File: src/rtl/enc_64b.sv
// Pipelined 64-bit priority encoder with valid/ready handshake on both sides.
// Stage 1 resolves priority within each byte; stage 2 selects the winning byte.
module enc_64b #(
    parameter int REG_OUT   = 1,
    parameter int LSB_FIRST = 0
) (
    input  logic        clk_i,
    input  logic        rst_i,
    input  logic [63:0] in_data_i,
    input  logic        in_valid_i,
    output logic        in_ready_o,
    output logic [5:0]  out_data_o,
    output logic        out_zero_o,
    output logic        out_valid_o,
    input  logic        out_ready_i
);

    logic [7:0]       grp_hit_d;
    logic [7:0][2:0]  grp_idx_d;
    logic [7:0]       s1_hit_q;
    logic [7:0][2:0]  s1_idx_q;
    logic             s1_valid_q;
    logic             s1_load;
    logic [2:0]       win_grp;
    logic [5:0]       out_data_d;
    logic             out_zero_d;

    always_comb begin
        grp_hit_d = '0;
        grp_idx_d = '0;
        for (int g = 0; g < 8; g++) begin
            grp_hit_d[g] = |in_data_i[8*g +: 8];
            for (int b = 0; b < 8; b++) begin
                if (LSB_FIRST != 0) begin
                    if (in_data_i[8*g + (7 - b)]) grp_idx_d[g] = 3'(7 - b);
                end else begin
                    if (in_data_i[8*g + b]) grp_idx_d[g] = 3'(b);
                end
            end
        end
    end

    // Data regs only move on a real capture; the valid flag follows every load slot.
    always_ff @(posedge clk_i or posedge rst_i) begin
        if (rst_i) begin
            s1_valid_q <= 1'b0;
            s1_hit_q   <= '0;
            s1_idx_q   <= '0;
        end else if (s1_load) begin
            s1_valid_q <= in_valid_i;
            if (in_valid_i) begin
                s1_hit_q <= grp_hit_d;
                s1_idx_q <= grp_idx_d;
            end
        end
    end

    always_comb begin
        win_grp = '0;
        for (int g = 0; g < 8; g++) begin
            if (LSB_FIRST != 0) begin
                if (s1_hit_q[7 - g]) win_grp = 3'(7 - g);
            end else begin
                if (s1_hit_q[g]) win_grp = 3'(g);
            end
        end
        out_zero_d = ~|s1_hit_q;
        out_data_d = out_zero_d ? 6'd0 : {win_grp, s1_idx_q[win_grp]};
    end

    generate
        if (REG_OUT != 0) begin : g_reg_out
            logic       s2_valid_q;
            logic [5:0] s2_data_q;
            logic       s2_zero_q;
            logic       s2_load;

            assign s2_load = !s2_valid_q || out_ready_i;
            assign s1_load = !s1_valid_q || s2_load;

            always_ff @(posedge clk_i or posedge rst_i) begin
                if (rst_i) begin
                    s2_valid_q <= 1'b0;
                    s2_data_q  <= '0;
                    s2_zero_q  <= 1'b0;
                end else if (s2_load) begin
                    s2_valid_q <= s1_valid_q;
                    if (s1_valid_q) begin
                        s2_data_q <= out_data_d;
                        s2_zero_q <= out_zero_d;
                    end
                end
            end

            assign out_valid_o = s2_valid_q;
            assign out_data_o  = s2_data_q;
            assign out_zero_o  = s2_zero_q;
        end else begin : g_comb_out
            assign s1_load     = !s1_valid_q || out_ready_i;
            assign out_valid_o = s1_valid_q;
            assign out_data_o  = out_data_d;
            // Empty stage-1 regs look like an all-zero vector; mask so idle zero stays low.
            assign out_zero_o  = s1_valid_q & out_zero_d;
        end
    endgenerate

    assign in_ready_o = s1_load;

endmodule

File: config.mk
export PLATFORM = sky130hd
export DESIGN_NAME = enc_64b
export DESIGN_NICKNAME = d
export VERILOG_FILES = /design/src/rtl/enc_64b.sv
export SDC_FILE = /design/constraint.sdc
export NUM_CORES = 1
export LEC_CHECK = 0
export ABC_CLOCK_PERIOD_IN_PS = 3300
export CAP_MARGIN = 0
export CORE_ASPECT_RATIO = 1.1
export CORE_MARGIN = 1
export CORE_UTILIZATION = 31
export CTS_BUF_LIST = sky130_fd_sc_hd__clkbuf_2
export CTS_CLUSTER_SIZE = 30
export DETAILED_ROUTE_END_ITERATION = 10
export DONT_BUFFER_PORTS = 1
export GPL_ROUTABILITY_DRIVEN = 0
export GPL_TIMING_DRIVEN = 0
export PLACE_DENSITY = 0.42
export SYNTH_ARGS = -nofsm -noshare
export SYNTH_HDL_FRONTEND = slang
export SYNTH_SLANG_ARGS = --single-unit
File: constraint.sdc
create_clock -name clk_i -period 3.3 [get_ports clk_i]
set_input_delay 0.66 -clock clk_i [delete_from_list [all_inputs] [get_ports clk_i]]
set_output_delay 0.66 -clock clk_i [all_outputs]
set_load 0.03 [all_outputs]
==> parameters.txt, run 1 <==
Parameter                              Value

Drt
  Ratio of routed vias to standard cells    between 5 and 6
  Wire length per cell    about 16 um
  First-pass detailed-route iteration total    4
  DRT antenna net count    0
  DRC violations left    0
  Via count of the routed design    1880
  First-iteration detailed-routing DRC count    a little over 80
  Post-Route WL    5600 um

Pwr
  Power density normalized to cell area    roughly 430 nW/um2
  Tot Pwr    roughly 1.0 mW
  Static power due to leakage    approximately 1 nW
  Maximum ir drop on the vdd rail    ~0.2 mV

Synth
  Number of synthesized flops with an enable pin    0
  Commonest cells in the synthesized netlist    dfrtp_1, nand2_1, nor2_1, o21ai_0, a21oi_1
  Number of warning messages in the yosys log    0
  Post-Syn Nets    330
  Synth Area per Inst    between 8 and 9 um2
  Share of flip-flops with an asynchronous set or reset    100%
  Cell area after synthesis    approximately 2200 um2
  Post-synth top area cell    dfrtp_1
  Top cells by area, synth    dfrtp_1, nand2_1, o21ai_0
  Gate count after technology mapping    between 200 and 300
  Fraction of the yosys area taken by sequential cells    a little under half
  Number of register bits inferred by synthesis    between 40 and 50
  Share of the synthesized area in the top cell type    45.8%
  Number of distinct library cells after synthesis    28
  Cell with the most instances after synthesis    dfrtp_1
  Most frequently used flop master after synthesis    dfrtp_1

Global routing
  Total global-route track usage    15.4%
  Via count of the first global-routing pass    approximately 1900
  First-pass GRT wire length    around 9000 um
  Antenna violations before repair    0
  Maximum number of pins on one net before global-route repair    34
  Global route total overflow    0

Die
  Height of the die    between 90 and 100 um
  Die outline width    around 83 um
  Die footprint    around 7600 um2
  Standard cell core area    7010 um2
  Number of top-level design ports    between 70 and 80
  Starting density of the core    about a third
  Number of placement rows    32

Critical path
  Worst path slowest cell    dfrtp_1
  Type of the setup path with the least slack    reg -> reg
  Cell-by-cell listing of the critical path    nand3b_1 -> and2_1 -> clkbuf_1 -> clkbuf_1 -> nor2_1 -> a41oi_1
  CP max FO    10
  Nature of the critical path endpoint    flop
  Endpoint arrival time on the critical path    between 2 and 3 ns
  Nature of the critical path startpoint    flop
  Worst path max stage delay    between 0.5 and 0.6 ns
  Most Frequent Cell on Critical Path    clkbuf_1
  Worst path required time    about 3.6 ns

CTS
  Sinks on the clock net    between 40 and 50
  Post-cts repair resize count    0
  Inserted Clock Buffers    5
  Reg clk slew, reported paths    0.21 ns
  Clock tree root buffer cell    clkbuf_2
  Clock latency on the worst-skew pair    between 0.3 and 0.4 ns
  Number of H-tree levels    2
  Clock buffer depth    2
  Quantity of hold-fixing buffers added after cts    1
  Number of buffers inserted by post-CTS setup repair    0
  TritonCTS clock tree    built

Finish
  Synth-to-Final Area Change    7.77%
  Fill count    between 700 and 800
  Count of inserted antenna diode cells    0
  Nets    about 340
  Multi-input combinational cell area    about 1100 um2
  Post-route cell area    about 2400 um2
  Fraction of layout cells with a size suffix above 1    about 6.6%
  Area used by sequential logic in the layout    1030 um2

STA
  Final total negative setup slack    0 ns
  Final period util    a little under three quarters
  Count of endpoints failing setup in the final report    0
  Final clock skew    ~0.016 ns
  Worst Slack Setup Final    between 0.9 and 1 ns
  Slew at the pin closest to its max-slew limit    around 0.84 ns
  RSZ-0062 raised after global routing    no
  Number of hold-slack violations in the final timing report    0
  Worst slack on hold paths    about 0.35 ns
  Worst max-slew margin expressed relative to the limit    between 40% and 50%
  Timing-limited maximum frequency    between 0.4 and 0.5 GHz
  Final critical path time including I/O delays and setup    around 2.4 ns
  Pins Over Slew Limit    0

Placement
  Post-DP HPWL    4360 um
  Number of buffer cells added on primary ports    0
  Dpl cell area    2370 um2
  Post-Place Worst Slack    between 0.7 and 0.8 ns

Run status
  Status    completed

Job
  Maximum Capacitance Violations    0

Hold path
  HP Class    in -> reg
## layout by cell type, fill, tap and decap left out
cell	netlist	final
dfrtp_1	41	41
nand2_1	38	38
nor2_1	27	27
o21ai_0	26	26
a21oi_1	21	21
inv_1	19	18
nor3_1	17	17
clkbuf_1	9	9
nor4_1	9	9
o21bai_1	8	8
a41oi_1	8	8
mux2i_1	6	6
clkbuf_2	0	5
nor2b_1	4	4
nand2b_1	3	3
a211oi_1	3	3
o221a_1	3	3
mux2_2	3	3
o221ai_1	3	3
a211oi_2	3	3
and2_1	2	2
o31ai_1	2	2
clkinv_1	0	2
nand3b_1	1	1
clkbuf_8	1	1
buf_6	1	1
nand4_1	1	1
inv_2	0	1
nor3b_2	1	1
nor3_4	1	1
nand3_1	1	1
clkinv_2	0	1
dlygate4sd3_1	0	1
buf_12	0	1
## routing by layer
layer  up-vias  wire length (um)  global-route usage (%)
met2        43              2740                    25.7
met4         0                47                    4.45
met5         -                 0                       0
met1       887              2620                    19.7
met3         2               190                    4.00
li1        948                 -                       -
## cells by family (layout without fill, tap and decap cells)
family          Yosys count  after routing  synth area share [%]
compound gates           77             77                  22.3
buf+inv                  30             40                  5.81
flops                    41             41                  45.8
simple gates            105            105                  21.8
mux                       9              9                  4.19
## critical path, delay by kind of cell, from the launching register on
family,cells,cell delay [ns]
AND/OR/NAND/NOR,3,0.68
buffers and inverters,2,0.87
AO/OA/AOI/OAI,1,0.19
flip-flops,1,0.55
## sequential cells by signal (all words and copies together), names as in the netlist
register and flops:
out_data_o 6, s1_valid_q 1, s1_idx_q 24, out_zero_o 1
out_valid_o 1, s1_hit_q 8
## power by group
part,switching (mW),leakage (nW),internal [mW]
Sequential,0.0760,0.450,0.561
Clock,0.163,0.0278,0.0465
Combinational,0.105,0.524,0.0746
## layout make-up
type / count / share of cell area, %
Buffer: 11 / 2.44
Clock buffer: 5 / 1.04
Clock inverter: 3 / 0.518
Inverter: 19 / 2.95
Multi-Input combinational cell: 191 / 44.9
Sequential cell: 41 / 42.5
Tap cell: 85 / 4.41
Timing Repair Buffer: 2 / 1.24
## worst paths after layout
kind	from	endpoint	slack (ns)	cells past startpoint
setup reg to reg	out_valid_o	s1_hit_q[0]	0.93	6
hold reg to reg	s1_idx_q[0]	s1_idx_q[0]	0.50	2
max in group asynchronous	rst_i	out_data_o[2]	2.26	3
min in group asynchronous	rst_i	out_data_o[5]	0.59	2
hold / removal	in_valid_i	s1_valid_q	0.35	1
setup / recovery	out_valid_o	s1_hit_q[0]	0.93	6
## per-stage QoR
stage	cells	util, %
after floorplan	262	-
after global placement	347	33.5
after detailed placement	348	33.8
after CTS	357	34.4
after global routing	357	34.4
final	357	34.4
No activity file was read; power rests on OpenSTA's default activity.
==> run 2: changes to the inputs <==
- ABC_CLOCK_PERIOD_IN_PS: 3300 -> 2400
- clock period: 3.3 -> 2.4 ns (I/O delays scaled with it)
==> parameters.txt, run 2 (synthesis gave the netlist of run 1 again) <==
Parameter                              Value

Run status
  Status    completed (unchanged)

Critical path
  Endpoint arrival time on the critical path    2.52 ns (was 2.68 ns)
  Cell-by-cell listing of the critical path    nand3b_1 -> and2_1 -> clkbuf_1 -> clkbuf_2 -> nor2_1 -> a41oi_1 (was nand3b_1 -> and2_1 -> clkbuf_1 -> clkbuf_1 -> nor2_1 -> a41oi_1)
  Type of the setup path with the least slack    reg -> reg (unchanged)
  Worst path required time    2.71 ns (was 3.61 ns)
  CP bufs+invs    2 (unchanged)
  CP max FO    10 (unchanged)
  Largest delay share family, worst path    buffers and inverters (unchanged)
  Nature of the critical path endpoint    flop (unchanged)
  Worst path max stage delay    0.55 ns (about the same)
  Worst path slowest cell    dfrtp_1 (unchanged)
  Nature of the critical path startpoint    flop (unchanged)

Finish
  Leading cell type in the layout, fill and taps excluded    dfrtp_1 (unchanged)
  Synth-to-Final Area Change    7.93% (was 7.77%)
  Count of inserted antenna diode cells    0 (unchanged)
  Post-route cell area    2420 um2 (was 2410 um2)
  Fraction of layout cells with a size suffix above 1    7.72% (was 6.62%)
  Layout Utilization    34.5% (was 34.4%)
  Top register by number of flip-flops    s1_idx_q (unchanged)
  Flip-flop count of the largest register after layout    24 (unchanged)
  Highest-count cells in the layout ignoring fill and taps    dfrtp_1, nand2_1, nor2_1, o21ai_0, a21oi_1 (unchanged)
  Nets    339 (unchanged)

Drt
  Wire length per cell    15.7 um (about the same)
  DRC violations left    0 (unchanged)
  Post-Route WL    5620 um (was 5600 um)
  First-pass detailed-route iteration total    5 (was 4)
  Via count of the routed design    1872 (was 1880)
  First-iteration detailed-routing DRC count    81 (was 82)
  Ratio of routed vias to standard cells    5.24 (was 5.27)
  DRT antenna net count    0 (unchanged)

STA
  Final clock skew    0.0195 ns (was 0.0161 ns)
  Final period util    92.3% (was 72.0%)
  Worst max-slew margin expressed relative to the limit    43.4% (was 43.6%)
  Slew at the pin closest to its max-slew limit    0.841 ns (was 0.839 ns)
  Number of hold-slack violations in the final timing report    0 (unchanged)
  Count of endpoints failing setup in the final report    0 (unchanged)
  Final critical path time including I/O delays and setup    2.22 ns (was 2.37 ns)
  Timing-limited maximum frequency    0.451 GHz (was 0.421 GHz)
  Pins Over Slew Limit    0 (unchanged)
  RSZ-0062 raised after global routing    no (unchanged)
  Worst slack on hold paths    0.170 ns (was 0.353 ns)

CTS
  Number of H-tree levels    2 (unchanged)
  Clock latency on the worst-skew pair    0.39 ns (about the same)
  Reg clk slew, reported paths    0.22 ns (was 0.21 ns)
  Clock tree root buffer cell    clkbuf_2 (unchanged)
  Clock buffer depth    2 (unchanged)
  TritonCTS clock tree    built (unchanged)
  Sinks on the clock net    41 (unchanged)
  Number of buffers inserted by post-CTS setup repair    0 (unchanged)
  Inserted Clock Buffers    5 (unchanged)

Global routing
  Global route total overflow    0 (unchanged)
  Total global-route track usage    15.4% (unchanged)
  Via count of the first global-routing pass    1885 (unchanged)
  First-pass GRT wire length    9140 um (unchanged)
  Maximum number of pins on one net before global-route repair    34 (unchanged)
  Antenna violations before repair    0 (unchanged)

Die
  Die outline width    83.0 um (unchanged)
  Starting density of the core    32.0% (unchanged)
  Standard cell core area    7010 um2 (unchanged)
  Number of placement rows    32 (unchanged)
  Number of top-level design ports    77 (unchanged)
  Die footprint    7570 um2 (unchanged)
  Height of the die    91.1 um (unchanged)

Pwr
  Power density normalized to cell area    584 nW/um2 (was 425 nW/um2)
  Static power due to leakage    1.01 nW (was 1.00 nW)
  Tot Pwr    1.41 mW (was 1.03 mW)
  Maximum ir drop on the vdd rail    0.276 mV (was 0.201 mV)

Hold path
  HP Class    in -> reg (unchanged)

Placement
  Dpl cell area    2370 um2 (unchanged)
  Number of buffer cells added on primary ports    0 (unchanged)
  Post-DP HPWL    4360 um (unchanged)

Job
  Maximum Capacitance Violations    0 (unchanged)
## run 2: report_power, final
part	switching [mW]	total (mW)	leakage, nW	internal (mW)
sequential	0.104	0.876	0.450	0.772
clock	0.224	0.288	0.0278	0.0640
combinational	0.144	0.248	0.533	0.104
total	0.472	1.41	1.01	0.940
## run 2: worst register-to-register path: cells and delay by family, from the launching register on
kind,cells,cell delay (ns)
AND/OR/NAND/NOR,3,0.68
flip-flops,1,0.55
AO/OA/AOI/OAI,1,0.18
buffers and inverters,2,0.74
## run 2: repair_timing
item,in CTS,in global routing
endpoints found under the hold margin,8,0
cloned,0,0
hold buffers,1,0
gates resized for setup,1,4
setup endpoints to repair,5,20
## run 2: per-stage QoR
step,instances,worst slack [ns],setup TNS (ns)
finish,357,0.184,0
global route,357,0.0251,0
CTS,357,0.0157,0
detailed placement,348,-0.0147,-0.0147
global placement,347,0.0133,0
floorplan,262,0.592,0
## run 2: area by class of cell
class,instances,area [um2]
clock inverter,3,12.5
inverter,19,71.3
timing repair buffer,2,30.0
multi-input combinational,191,1080
tap,85,106
sequential,41,1030
buffer,11,62.6
clock buffer,5,25.0
fill,725,4590
## run 2: metal layers
layer  GRT usage, %  part of all wire [%]
met5              0                     0
met4           4.45                  0.84
met3           4.00                   3.7
met2           25.7                    48
met1           19.7                    47
## run 2: path summary, 6_finish.rpt
check                      slack [ns]        start  cells after the start            end
hold reg to reg                  0.50  s1_idx_q[0]                      2    s1_idx_q[0]
setup reg to reg                 0.18  out_valid_o                      6    s1_hit_q[0]
setup / recovery                 0.18  out_valid_o                      6    s1_hit_q[0]
max in group asynchronous        1.54        rst_i                      3  out_data_o[2]
hold / removal                   0.17   in_valid_i                      1     s1_valid_q
min in group asynchronous        0.41        rst_i                      2  out_data_o[5]
==> run 3: changes to the inputs <==
- ABC_AREA: not set -> 1
==> parameters.txt, run 3 <==
Parameter                              Value

Run status
  Status    completed (unchanged)

Placement
  Post-Place Worst Slack    0.359 ns (was -0.0147 ns)
  Post-DP HPWL    4410 um (was 4360 um)
  Number of buffer cells added on primary ports    0 (unchanged)

Job
  Maximum Capacitance Violations    0 (unchanged)

STA
  Final clock skew    0.0228 ns (was 0.0195 ns)
  Final critical path time including I/O delays and setup    2.07 ns (was 2.22 ns)
  Final period util    86.1% (was 92.3%)
  Count of endpoints failing setup in the final report    0 (unchanged)
  Number of hold-slack violations in the final timing report    0 (unchanged)
  RSZ-0062 raised after global routing    no (unchanged)
  Slew at the pin closest to its max-slew limit    0.503 ns (was 0.841 ns)
  Pins Over Slew Limit    0 (unchanged)
  Worst slack on hold paths    0.210 ns (was 0.170 ns)
  Timing-limited maximum frequency    0.484 GHz (was 0.451 GHz)
  Final total negative setup slack    0 ns (unchanged)
  Worst max-slew margin expressed relative to the limit    66.4% (was 43.4%)
  Worst Slack Setup Final    0.333 ns (was 0.184 ns)

Synth
  Fraction of synthesized area in multiplexers    0% (was 4.19%)
  Gate count after technology mapping    301 (was 262)
  Commonest cells in the synthesized netlist    nor2_1, nand2_1, dfrtp_1, nand3_1, inv_1 (was dfrtp_1, nand2_1, nor2_1, o21ai_0, a21oi_1)
  Share of flip-flops with an asynchronous set or reset    100% (unchanged)
  Number of synthesized flops with an enable pin    0 (unchanged)
  Fraction of the yosys area taken by sequential cells    45.6% (was 45.8%)
  Most frequently used flop master after synthesis    dfrtp_1 (unchanged)
  Simple logic cell fraction of the synthesized area    33.1% (was 21.8%)
  Share of the synthesized area in the top cell type    45.6% (was 45.8%)
  Post-Syn Nets    369 (was 330)
  Share of the synthesized area in compound gates (AO/OA/AOI/OAI)    13.3% (was 22.3%)
  Adder-cell share of the synthesized area    0% (unchanged)
  Cell with the most instances after synthesis    nor2_1 (was dfrtp_1)
  Post-synth top area cell    dfrtp_1 (unchanged)
  Dominant combinational cell family by area after synthesis    simple AND/OR/NAND/NOR gates (was compound AO/OA/AOI/OAI gates)
  Number of distinct library cells after synthesis    21 (was 28)
  Xor/xnor cell area share of the yosys netlist    0% (unchanged)
  Cell area after synthesis    2250 um2 (was 2240 um2)
  Number of register bits inferred by synthesis    41 (unchanged)
  Number of warning messages in the yosys log    0 (unchanged)
  Top cells by area, synth    dfrtp_1, nor2_1, nand2_1 (was dfrtp_1, nand2_1, o21ai_0)
  Synth Area per Inst    7.48 um2 (was 8.55 um2)

Critical path
  Cell-by-cell listing of the critical path    nand3_1 -> nand2_1 -> buf_2 -> nor2_1 -> a22oi_1 (was nand3b_1 -> and2_1 -> clkbuf_1 -> clkbuf_2 -> nor2_1 -> a41oi_1)
  Worst path required time    2.73 ns (was 2.71 ns)
  Worst path slowest cell    dfrtp_1 (unchanged)
  Largest delay share family, worst path    simple AND/OR/NAND/NOR gates (was buffers and inverters)
  Type of the setup path with the least slack    reg -> reg (unchanged)
  Nature of the critical path endpoint    flop (unchanged)
  CP bufs+invs    1 (was 2)
  CP max FO    10 (unchanged)
  Endpoint arrival time on the critical path    2.40 ns (was 2.52 ns)
  Nature of the critical path startpoint    flop (unchanged)
  Worst path max stage delay    0.58 ns (was 0.55 ns)

Drt
  DRC violations left    0 (unchanged)
  First-pass detailed-route iteration total    4 (was 5)
  First-iteration detailed-routing DRC count    52 (was 81)
  DRT antenna net count    0 (unchanged)
  Via count of the routed design    1951 (was 1872)
  Ratio of routed vias to standard cells    4.93 (was 5.24)
  Post-Route WL    5610 um (was 5620 um)
  Wire length per cell    14.2 um (was 15.7 um)

Pwr
  Power density normalized to cell area    632 nW/um2 (was 584 nW/um2)
  Int Power    1.04 mW (was 0.940 mW)
  Net Sw Power    0.517 mW (was 0.472 mW)
  Static power due to leakage    1.15 nW (was 1.01 nW)
  Proportion of power drawn by the clock network    26.6% (was 20.4%)
  Maximum ir drop on the vdd rail    0.304 mV (was 0.276 mV)
  Switching part of the total power    33.3% (was 33.5%)
  Power share of the sequential group    57.5% (was 62.1%)
  Fraction of power consumed by combinational cells    15.9% (was 17.5%)

Finish
  Nets    378 (was 339)
  Fill count    769 (was 725)
  Layout Utilization    35.1% (was 34.5%)
  Leading cell type in the layout, fill and taps excluded    nor2_1 (was dfrtp_1)
  Count of inserted antenna diode cells    0 (unchanged)
  Fraction of layout cells with a size suffix above 1    10.6% (was 7.72%)
  Synth-to-Final Area Change    9.22% (was 7.93%)
  Top register by number of flip-flops    s1_idx_q (unchanged)
  Flip-flop count of the largest register after layout    24 (unchanged)
  Highest-count cells in the layout ignoring fill and taps    nor2_1, nand2_1, dfrtp_1, nand3_1, inv_1 (was dfrtp_1, nand2_1, nor2_1, o21ai_0, a21oi_1)

CTS
  Reg clk slew, reported paths    0.23 ns (was 0.22 ns)
  TritonCTS clock tree    built (unchanged)
  Quantity of hold-fixing buffers added after cts    1 (unchanged)
  Clock latency on the worst-skew pair    0.41 ns (was 0.39 ns)
  Number of H-tree levels    2 (unchanged)
  Post-cts repair resize count    0 (was 1)
  Clock buffer depth    2 (unchanged)
  Inserted Clock Buffers    5 (unchanged)
  Number of buffers inserted by post-CTS setup repair    0 (unchanged)
  Sinks on the clock net    41 (unchanged)
  Clock tree root buffer cell    clkbuf_2 (unchanged)

Global routing
  Total global-route track usage    16.0% (was 15.4%)
  First-pass GRT wire length    9540 um (was 9140 um)
  Via count of the first global-routing pass    2007 (was 1885)
  Antenna violations before repair    0 (unchanged)
  Global route total overflow    0 (unchanged)
  Maximum number of pins on one net before global-route repair    22 (was 34)

Die
  Die footprint    7610 um2 (was 7570 um2)
  Number of placement rows    32 (unchanged)
  Height of the die    91.4 um (was 91.1 um)
  Number of top-level design ports    77 (unchanged)
  Standard cell core area    7010 um2 (unchanged)
  Die outline width    83.3 um (was 83.0 um)
  Starting density of the core    32.1% (was 32.0%)

Hold path
  HP Class    in -> reg (unchanged)
## run 3: cell types whose count changed in the layout (fill, tap and decap cells not counted), moves of 9 or more
cell,change
o21ai_0,-24
inv_1,+11
nor2_1,+37
a22oi_1,+12
nand3_1,+31
nor3_1,-9
nor4_1,-9
nand2_1,+15
## run 3: metal layers
metal | global-route usage [%] | part of all wire, %
met5 | 0 | 0
met2 | 25.1 | 45
met1 | 21.8 | 49
met4 | 4.74 | 1.1
met3 | 4.00 | 5.1
## run 3: worst reg2reg max path, cell delays in order, from the launching register on
cell and delay [ns]:
dfrtp_1 0.58, nand3_1 0.39, nand2_1 0.40, buf_2 0.35, nor2_1 0.10, a22oi_1 0.16
## run 3: final cells by class
cell class / count / area [um2] / area share [%]
plain buffers: 9 / 55.1 / 2.24
well taps: 85 / 106 / 4.32
repair buffers: 2 / 37.5 / 1.53
inverters: 34 / 128 / 5.19
clock buffers: 6 / 30.0 / 1.22
clock inverters: 2 / 33.8 / 1.37
flip-flops and latches: 41 / 1030 / 41.7
multi-input cells: 217 / 1040 / 42.4
## run 3: power by group through the flow
stage	combinational (mW)	sequential, mW	clock (mW)
after floorplan	0.188	0.893	0
after global placement	0.246	0.907	0
after detailed placement	0.252	0.908	0
after CTS	0.255	0.895	0.424
after global routing	0.288	0.904	0.450
final	0.247	0.894	0.414
## run 3: path summary, 6_finish.rpt
check,slack [ns],startpoint,cells past startpoint,to
worst max-delay path,0.33,out_valid_o,5,s1_hit_q[1]
worst min-delay path,0.21,out_ready_i,3,out_valid_o
worst max register to register,0.33,out_valid_o,5,s1_hit_q[1]
worst min register to register,0.54,s1_idx_q[14],2,s1_idx_q[14]
max in group asynchronous,1.40,rst_i,3,s1_idx_q[6]
min in group asynchronous,0.51,rst_i,2,out_data_o[3]
## run 3: cells by family after synthesis
group	count (synthesis)
flops	41
buf+inv	43
compound gates	47
simple gates	170
## run 3: stage by stage
stage	instance area (um2)	instances	total power, mW
floorplan	2250	301	1.08
global placement	2360	386	1.15
detailed placement	2390	387	1.16
CTS	2460	396	1.57
global route	2460	396	1.64
finish	2460	396	1.55
